**src/rtl/fwupd_bank_ctrl_if.sv**
```systemverilog
// Write/read handshake bundle between the update receiver, the URAM buffer and the
// flash-writer consumer; the controller takes the slave view.
interface fwupd_bank_ctrl_if #(
  parameter int unsigned ADDR_BITS = 7
);
  localparam int unsigned AW = ADDR_BITS + 1;

  logic          wr_valid_i;
  logic          wr_ready_o;
  logic          flush_i;
  logic          uram_we_o;
  logic [AW-1:0] uram_waddr_o;
  logic          rd_valid_o;
  logic          rd_bank_o;
  logic [AW-1:0] rd_len_o;
  logic          rd_done_i;
  logic          overflow_o;

  modport slave (
    input  wr_valid_i,
    input  flush_i,
    input  rd_done_i,
    output wr_ready_o,
    output uram_we_o,
    output uram_waddr_o,
    output rd_valid_o,
    output rd_bank_o,
    output rd_len_o,
    output overflow_o
  );

  modport master (
    output wr_valid_i,
    output flush_i,
    output rd_done_i,
    input  wr_ready_o,
    input  uram_we_o,
    input  uram_waddr_o,
    input  rd_valid_o,
    input  rd_bank_o,
    input  rd_len_o,
    input  overflow_o
  );
endinterface

```
**src/rtl/fwupd_bank_ctrl.sv**
```systemverilog
// Ping-pong bank controller for the firmware-update URAM buffer: fills banks from the
// word stream, closes them on fill or flush, and hands closed banks out in order.
module fwupd_bank_ctrl #(
  parameter int unsigned ADDR_BITS = 7
) (
  input  logic              clk_i,
  input  logic              rst_i,
  fwupd_bank_ctrl_if.slave  bus
);

  localparam int unsigned DEPTH = 2 ** ADDR_BITS;
  localparam int unsigned LEN_W = ADDR_BITS + 1;

  logic [1:0]              full_q,  full_d;
  logic [1:0][LEN_W-1:0]   len_q,   len_d;
  logic                    wbank_q, wbank_d;
  logic [ADDR_BITS-1:0]    woff_q,  woff_d;
  logic                    rbank_q, rbank_d;
  logic                    we_q,    we_d;
  logic [LEN_W-1:0]        waddr_q, waddr_d;
  logic                    ovf_q,   ovf_d;

  logic             wr_ready_c;
  logic             accept_c;
  logic             fill_c;
  logic             flush_c;
  logic             close_c;
  logic             release_c;
  logic [LEN_W-1:0] close_len_c;

  // Write side decode: every term comes from registers or the current request only.
  always_comb begin
    wr_ready_c  = ~full_q[wbank_q];
    accept_c    = bus.wr_valid_i & wr_ready_c;
    fill_c      = accept_c & (&woff_q);
    flush_c     = bus.flush_i & wr_ready_c & (accept_c | (woff_q != '0));
    close_c     = fill_c | flush_c;
    // A fill lands on woff=DEPTH-1, so woff+accept also yields DEPTH there.
    close_len_c = LEN_W'(woff_q) + LEN_W'(accept_c);
    release_c   = bus.rd_done_i & full_q[rbank_q];
  end

  // Next-state: a close and a release always target different banks.
  always_comb begin
    full_d  = full_q;
    len_d   = len_q;
    wbank_d = wbank_q;
    woff_d  = woff_q;
    rbank_d = rbank_q;
    we_d    = accept_c;
    waddr_d = waddr_q;
    ovf_d   = ovf_q | (bus.wr_valid_i & ~wr_ready_c);

    if (accept_c) begin
      waddr_d = {wbank_q, woff_q};
      woff_d  = woff_q + ADDR_BITS'(1);
    end

    if (close_c) begin
      full_d[wbank_q] = 1'b1;
      len_d[wbank_q]  = close_len_c;
      wbank_d         = ~wbank_q;
      woff_d          = '0;
    end

    if (release_c) begin
      full_d[rbank_q] = 1'b0;
      rbank_d         = ~rbank_q;
    end
  end

  always_ff @(posedge clk_i or posedge rst_i) begin
    if (rst_i) begin
      full_q  <= '0;
      len_q   <= '0;
      wbank_q <= 1'b0;
      woff_q  <= '0;
      rbank_q <= 1'b0;
      we_q    <= 1'b0;
      waddr_q <= '0;
      ovf_q   <= 1'b0;
    end else begin
      full_q  <= full_d;
      len_q   <= len_d;
      wbank_q <= wbank_d;
      woff_q  <= woff_d;
      rbank_q <= rbank_d;
      we_q    <= we_d;
      waddr_q <= waddr_d;
      ovf_q   <= ovf_d;
    end
  end

  assign bus.wr_ready_o   = wr_ready_c;
  assign bus.uram_we_o    = we_q;
  assign bus.uram_waddr_o = waddr_q;
  assign bus.rd_valid_o   = full_q[rbank_q];
  assign bus.rd_bank_o    = rbank_q;
  assign bus.rd_len_o     = len_q[rbank_q];
  assign bus.overflow_o   = ovf_q;

  // Structural invariants: no empty close, lengths bounded by the bank depth.
  a_no_empty_close: assert property (@(posedge clk_i) disable iff (rst_i)
    close_c |-> (close_len_c != '0));
  a_len_bounded: assert property (@(posedge clk_i) disable iff (rst_i)
    close_c |-> (close_len_c <= LEN_W'(DEPTH)));
  a_overflow_sticky: assert property (@(posedge clk_i) disable iff (rst_i)
    ovf_q |=> ovf_q);

endmodule

```
**src/flat_wrapper.sv**
```systemverilog
// flat-port wrapper written by rule: the top's interface ports become plain ports
module fwupd_bank_ctrl_flat 
#(
  parameter int unsigned ADDR_BITS = 7
)
  (clk_i, rst_i, bus_wr_valid_i, bus_flush_i, bus_rd_done_i, bus_wr_ready_o, bus_uram_we_o, bus_uram_waddr_o, bus_rd_valid_o, bus_rd_bank_o, bus_rd_len_o, bus_overflow_o);
  fwupd_bank_ctrl_if #(.ADDR_BITS(ADDR_BITS)) bus_i ();
  input  logic clk_i;
  input  logic rst_i;
  input wire logic [$bits(bus_i.wr_valid_i)-1:0] bus_wr_valid_i;
  input wire logic [$bits(bus_i.flush_i)-1:0] bus_flush_i;
  input wire logic [$bits(bus_i.rd_done_i)-1:0] bus_rd_done_i;
  output wire logic [$bits(bus_i.wr_ready_o)-1:0] bus_wr_ready_o;
  output wire logic [$bits(bus_i.uram_we_o)-1:0] bus_uram_we_o;
  output wire logic [$bits(bus_i.uram_waddr_o)-1:0] bus_uram_waddr_o;
  output wire logic [$bits(bus_i.rd_valid_o)-1:0] bus_rd_valid_o;
  output wire logic [$bits(bus_i.rd_bank_o)-1:0] bus_rd_bank_o;
  output wire logic [$bits(bus_i.rd_len_o)-1:0] bus_rd_len_o;
  output wire logic [$bits(bus_i.overflow_o)-1:0] bus_overflow_o;
  assign bus_i.wr_valid_i = bus_wr_valid_i;
  assign bus_i.flush_i = bus_flush_i;
  assign bus_i.rd_done_i = bus_rd_done_i;
  assign bus_wr_ready_o = bus_i.wr_ready_o;
  assign bus_uram_we_o = bus_i.uram_we_o;
  assign bus_uram_waddr_o = bus_i.uram_waddr_o;
  assign bus_rd_valid_o = bus_i.rd_valid_o;
  assign bus_rd_bank_o = bus_i.rd_bank_o;
  assign bus_rd_len_o = bus_i.rd_len_o;
  assign bus_overflow_o = bus_i.overflow_o;
  fwupd_bank_ctrl #(.ADDR_BITS(ADDR_BITS)) u_core (.clk_i(clk_i), .rst_i(rst_i), .bus(bus_i));
endmodule
```
**config.mk**
```make
export PLATFORM = sky130hd
export DESIGN_NAME = fwupd_bank_ctrl_flat
export DESIGN_NICKNAME = d
export VERILOG_FILES = /design/src/rtl/fwupd_bank_ctrl_if.sv /design/src/rtl/fwupd_bank_ctrl.sv /design/src/flat_wrapper.sv
export SDC_FILE = /design/constraint.sdc
export NUM_CORES = 1
export LEC_CHECK = 0
export ABC_AREA = 0
export BUFFER_PORTS_ARGS = -buffer_cell sky130_fd_sc_hd__buf_2
export CAP_MARGIN = 40
export CORE_UTILIZATION = 50
export CTS_CLUSTER_DIAMETER = 40
export DETAILED_ROUTE_END_ITERATION = 16
export PLACE_DENSITY_LB_ADDON = 0.1
export SYNTH_ARGS = -nofsm -noshare
export SYNTH_HDL_FRONTEND = slang
export SYNTH_SLANG_ARGS = --single-unit
```
**constraint.sdc**
```tcl
create_clock -name clk_i -period 2.3 [get_ports clk_i]
set_input_delay 0.46 -clock clk_i [delete_from_list [all_inputs] [get_ports clk_i]]
set_output_delay 0.46 -clock clk_i [all_outputs]
set_load 0.01 [all_outputs]
```
# Yosys cells after proc, flatten, opt, wreduce, memory -nomap -nowiden
# Index checks and enable logic that the tools add are counted.
[op_classes]
addsub = 2
reduce_logical = 5
n_mux = 17
order_cmp = 4
bitwise = 15
[ops]
columns = ["operator", "count"]
rows = [
  ["8-bit 2-to-1 mux", 3],
  ["16-bit bitwise mux", 1],
  ["7-bit 2-to-1 mux", 2],
  ["7-bit by 1-bit adder with 8-bit output", 1],
  ["8-bit demux with 1-bit select", 1],
  ["7-bit by 1-bit adder with 7-bit output, second input constant", 1],
  ["7-bit AND reduction", 1],
  ["7-bit nonzero test", 1],
  ["1-bit bitwise AND", 6],
  ["1-bit 2-to-1 mux", 6],
  ["1-bit by 2-bit < comparator with 1-bit output, second input constant", 2],
  ["2-bit 2-to-1 mux", 2],
  ["1-bit NOT", 3],
  ["1-bit bitwise OR", 3],
  ["2-bit bitwise AND", 1],
  ["1-bit demux with 1-bit select", 2],
  ["1-bit >= comparator, second input constant", 2],
  ["1-bit logical AND", 2],
  ["2-bit NOT", 1],
  ["2-bit bitwise OR", 1],
  ["2-bit nonzero test", 1],
]
[word_totals]
in_bits = 5
out_inout_bits = 21
word_cells = 52
reg_bits = 37

# Longest topological paths before layout
[depth]
ltp_word = 10
ltp_mapped = 11
ltp_nobuf = 10

# Least setup slack after synthesis
# Ideal clock, no wire load.
[synth_path]
path_type = "register to register"
startpoint = "register u_core.wbank_q"
endpoint = "register u_core.len_q[14] in the netlist's numbering"
n_path_buf = 1
stages_incl_launch_ff = 12
t_required_ps = 2173
t_arrival_ps = 2163
synth_period_minus_slack_ps = 2290
setup_ps = 127
setup_slack_ps = 10
path_cell_list = "dfrtp_1 > mux2_4 > inv_1 > nand2_1 > buf_2 > inv_1 > ha_1 > ha_1 > nand3_1 > nor2_1 > xor2_1 > mux2_1"
[synth_via]
elab_chain_cells = 7
elab_cells_between_ends = 16
cone_classes = "add/sub (1); order compare (2); mux (5); bitwise (7); reduce/logical (1)"
[synth_lines]
columns = ["item", "line", "rtl"]
rows = [
  ["from (decl)", "fwupd_bank_ctrl.sv:16", "logic wbank_q, wbank_d;"],
  ["from (signal assigned)", "fwupd_bank_ctrl.sv:85", "wbank_q <= wbank_d;"],
  ["1-bit 2-to-1 mux (not written as such) (*) (2 in a row)", "fwupd_bank_ctrl.sv:33", "wr_ready_c = ~full_q[wbank_q];"],
  ["1-bit NOT (*)", "fwupd_bank_ctrl.sv:33", ""],
  ["via bus_wr_ready_o", "flat_wrapper.sv:13", "output wire logic [$bits(bus_i.wr_ready_o)-1:0] bus_wr_ready_o;"],
  ["1-bit bitwise AND (*)", "fwupd_bank_ctrl.sv:34", "accept_c = bus.wr_valid_i & wr_ready_c;"],
  ["via u_core.accept_c", "fwupd_bank_ctrl.sv:24", "logic accept_c;"],
  ["parallel branches: the longest is 3 deep, another holds 7-bit by 1-bit adder with 8-bit output", "n/a", ""],
  ["to (signal assigned)", "fwupd_bank_ctrl.sv:84", "len_q <= len_d;"],
  ["to (decl)", "fwupd_bank_ctrl.sv:15", "logic [1:0][LEN_W-1:0] len_q, len_d;"],
]
# Mark *: on every way through the listed nets, which the timed path passes. The select of a mux whose other input is x is not followed.
# A chain may end at the register's enable or synchronous reset.

# Worst setup path in the final report
[layout_path]
startpoint = "register u_core.wbank_q"
endpoint = "register u_core.len_q[14] in the netlist's numbering"
[layout_via]
elab_chain_cells = 7
elab_cells_between_ends = 16
cone_classes = "add/sub (1); order compare (2); mux (5); bitwise (7); reduce/logical (1)"
[layout_lines]
columns = ["item", "line"]
rows = [
  ["1-bit 2-to-1 mux (not written as such) (*) (2 in a row)", "fwupd_bank_ctrl.sv:33"],
  ["1-bit NOT (*)", "fwupd_bank_ctrl.sv:33"],
  ["1-bit bitwise AND (*)", "fwupd_bank_ctrl.sv:34"],
  ["via u_core.accept_c", "fwupd_bank_ctrl.sv:24"],
  ["parallel branches: the longest is 3 deep, another holds 7-bit by 1-bit adder with 8-bit output", "n/a"],
]
# Marked as above.

==> results.py <==
metrics = {
    "detailed_routing": {
        "post-route-drc-count": 0,
        "antenna_left": 0,
        "num_vias": 1181,
        "wire_per_inst_microns": 14.25,
        "drt-total-wl_microns": 3191,
        "firstDrtPassIters": 4,
        "dr.first_iter.drc_count": 33,
        "viasPerCell": 5.272,
    },
    "clock_network": {
        "root_buffer": "clkbuf_4",
        "clkTransAtPathRegs_ps": 110,
        "cts_tree": "built",
        "clk_latency_ps": 340,
        "cts_max_path_buffers": 2,
        "cts_max_level": 2,
        "cts_inserted_buffers": 5,
        "cts.sinks": 37,
    },
    "floorplanning": {
        "coreArea_sq_mm": 0.003416,
        "pin_count": 26,
        "die_h_microns": 62.28,
        "die_x_microns": 62.28,
        "initial_core_util_pct": 53.19,
        "dieArea_sq_mm": 0.003879,
        "rows": 21,
    },
    "global_route": {
        "grt_pass1_vias": 1145,
        "grt_pass1_wl_microns": 5526,
        "grtUsageTotal_pct": 18.40,
        "grt_max_degree": 38,
        "grt-ovfl-total": 0,
        "antenna_found_initial": 0,
    },
    "logic_synthesis": {
        "syn_avg_cell_area_sq_um": 12.28,
        "async_reset_ff_share_pct": 100.0,
        "synth-seq-area-share_pct": 50.96,
        "netlist_area_sq_mm": 0.001817,
        "synthCells": 148,
        "yosysTopAreaCell": "dfrtp_1",
        "yosys-top-cells-count": "37 x dfrtp_1, 14 x mux2_2, 11 x nand2_1",
        "ys.flop_type": "dfrtp_1",
        "synth_nets": 157,
        "synthTopCellsByArea": "dfrtp_1 51%, mux2_2 8.7%, mux2_4 7.4%, mux2_1 5.0%, xnor2_1 2.9%",
        "synth_top_area_share_pct": 50.96,
        "synth_edf_count": 0,
        "ys_ff_latch": 37,
        "yosysMostFrequentCell": "dfrtp_1",
        "synth_cell_types": 31,
        "yosys_warnings": 0,
    },
    "power": {
        "power_mw": 2.153,
        "clockPowerShare_pct": 16.3,
        "pwr-share-seq_pct": 44.5,
        "swShare_pct": 35.88,
        "ir_worst_vdd_v": 0.0006769,
        "combPwrFrac_pct": 39.2,
        "leakagePower_nw": 1.072,
        "p_sw_mw": 0.7725,
        "powerDensity_mw_per_mm2": 1049,
        "p_int_mw": 1.381,
    },
    "cells_and_area": {
        "multiInputGateArea_sq_um": 809.5,
        "fillerInstances": 278,
        "utilization_pct": 60.11,
        "n_antenna_cell": 0,
        "drive_gt1_share_pct": 40.45,
        "register_area_sq_um": 927.1,
        "nets": 187,
        "syn_to_final_growth_pct": 13.02,
        "design_area_sq_mm": 0.002053,
    },
    "placed_design": {
        "gp_congestion": 0.8473,
        "place_area_sq_mm": 0.001972,
        "dpl.hpwl_microns": 2236,
        "numPortBuffers": 25,
    },
    "sta": {
        "finalSetupViolCount": 0,
        "rsz0062_at_grt": "no",
        "relSlewSlack_pct": 66.86,
        "fin_setup_tns_ps": 0,
        "final_max_slew_viol_count": 0,
        "hold_viol": 0,
        "worst_pin_slew_ps": 497.1,
        "fin_worst_skew_ps": 10.60,
        "period_needed_ps": 2137,
        "fin_crit_sh_pct": 92.90,
        "timing.fmax_ghz": 0.4680,
    },
    "setup_path": {
        "cp-start-kind": "flip-flop",
        "crit_type": "reg2reg",
        "path_max_fanout": 6,
        "cp-end-kind": "flip-flop",
        "critical_path_arrival_ps": 2370,
        "cp.required_ps": 2530,
    },
    "worst_hold_path": {
        "hp-class": "in2async",
    },
    "job": {
        "maxCapViolations": 0,
    },
    "outcome": {
        "status": "finished clean",
    },
}
## area by class of cell
class / instances / share of cell area (%)
flip-flops and latches: 37 / 45.16
clock buffers: 7 / 2.681
well taps: 46 / 2.803
inverters: 7 / 1.280
repair buffers: 32 / 8.653
multi-input cells: 95 / 39.43
## through the flow
step / setup slack (ps) / instances / hold WS (ps)
CTS: 88.49 / 221 / 211.1
floorplan: 9.698 / 148 / 458.5
detailed placement: 102.1 / 214 / 444.7
global route: 30.51 / 224 / 233.9
global placement: 185.1 / 214 / 446.5
finish: 163.4 / 224 / 198.8
## critical path, stage by stage (launching register included)
cell and delay, ps:
dfrtp_2 460, mux2_4 360, inv_2 80, nand2_1 60, inv_1 80, ha_1 170
ha_1 180, nand3_1 130, nor2_2 150, xor2_1 80, mux2_1 280
## what timing repair did
action / 4_1_cts / 5_1_grt
buffers inserted: 0 / 3
endpoints found under the hold margin: 0 / 0
gates resized for setup: 0 / 3
hold buffers: 0 / 0
setup endpoints to repair: 0 / 2
## registers in the layout, summed over array words and instances (netlist names)
signal	flops
u_core.bus.overflow_o	1
u_core.bus.rd_bank_o	1
u_core.bus.uram_waddr_o	8
u_core.bus.uram_we_o	1
u_core.full_q	2
u_core.len_q	16
u_core.wbank_q	1
u_core.woff_q	7
## path summary, 6_finish.rpt
kind,depth (start not counted),slack [ps],endpoint,startpoint
setup reg to reg,10,160,u_core.len_q[14],u_core.wbank_q
setup / recovery,10,160,u_core.len_q[14],u_core.wbank_q
max in group asynchronous,3,1760,u_core.wbank_q,rst_i
min in group clk_i,2,340,u_core.bus.rd_bank_o,bus_rd_done_i
hold / removal,3,200,u_core.len_q[13],rst_i
hold reg to reg,1,470,u_core.bus.overflow_o,u_core.bus.overflow_o
## placed cells by master (no fill, tap or decap), drive strengths merged
cell type and n:
xor2 4, or3 1, o21ai 4, or2 1
nor4b 1, buf 32, nand3 4, clkbuf 7
nor2 9, xnor2 6, a21oi 5, and3 1
a31oi 2, o21ba 1, dfrtp 37, ha 4
nand2b 2, nor4 1, a211oi 1, nor3 3
nand4 1, a21o 2, nand2 11, inv 7
mux2 31
## power groups by stage
| stage | clock (mW) | combinational (mW) | sequential, mW |
|---|---|---|---|
| floorplan | 0 | 0.608 | 0.922 |
| global placement | 0 | 0.782 | 0.962 |
| detailed placement | 0 | 0.792 | 0.968 |
| CTS | 0.357 | 0.796 | 0.955 |
| global route | 0.388 | 0.932 | 0.977 |
| finish | 0.351 | 0.845 | 0.957 |
## cells by family after synthesis
| logic type | count (synthesis) | share of synthesized area [%] |
|---|---|---|
| adder cells (fa/ha/maj) | 4 | 2.755 |
| flip-flops | 37 | 50.96 |
| buffers and inverters | 16 | 4.614 |
| AO/OA/AOI/OAI | 15 | 5.578 |
| XOR/XNOR | 10 | 4.821 |
| multiplexers | 31 | 21.07 |
| AND/OR/NAND/NOR | 35 | 10.19 |
## layer usage
metal	share of wire [%]	track usage, %
met1	48	25.03
met2	47	28.02
met3	4.0	5.147
met4	1.5	6.977
met5	0	0
Power figures use the tool's default switching activity.
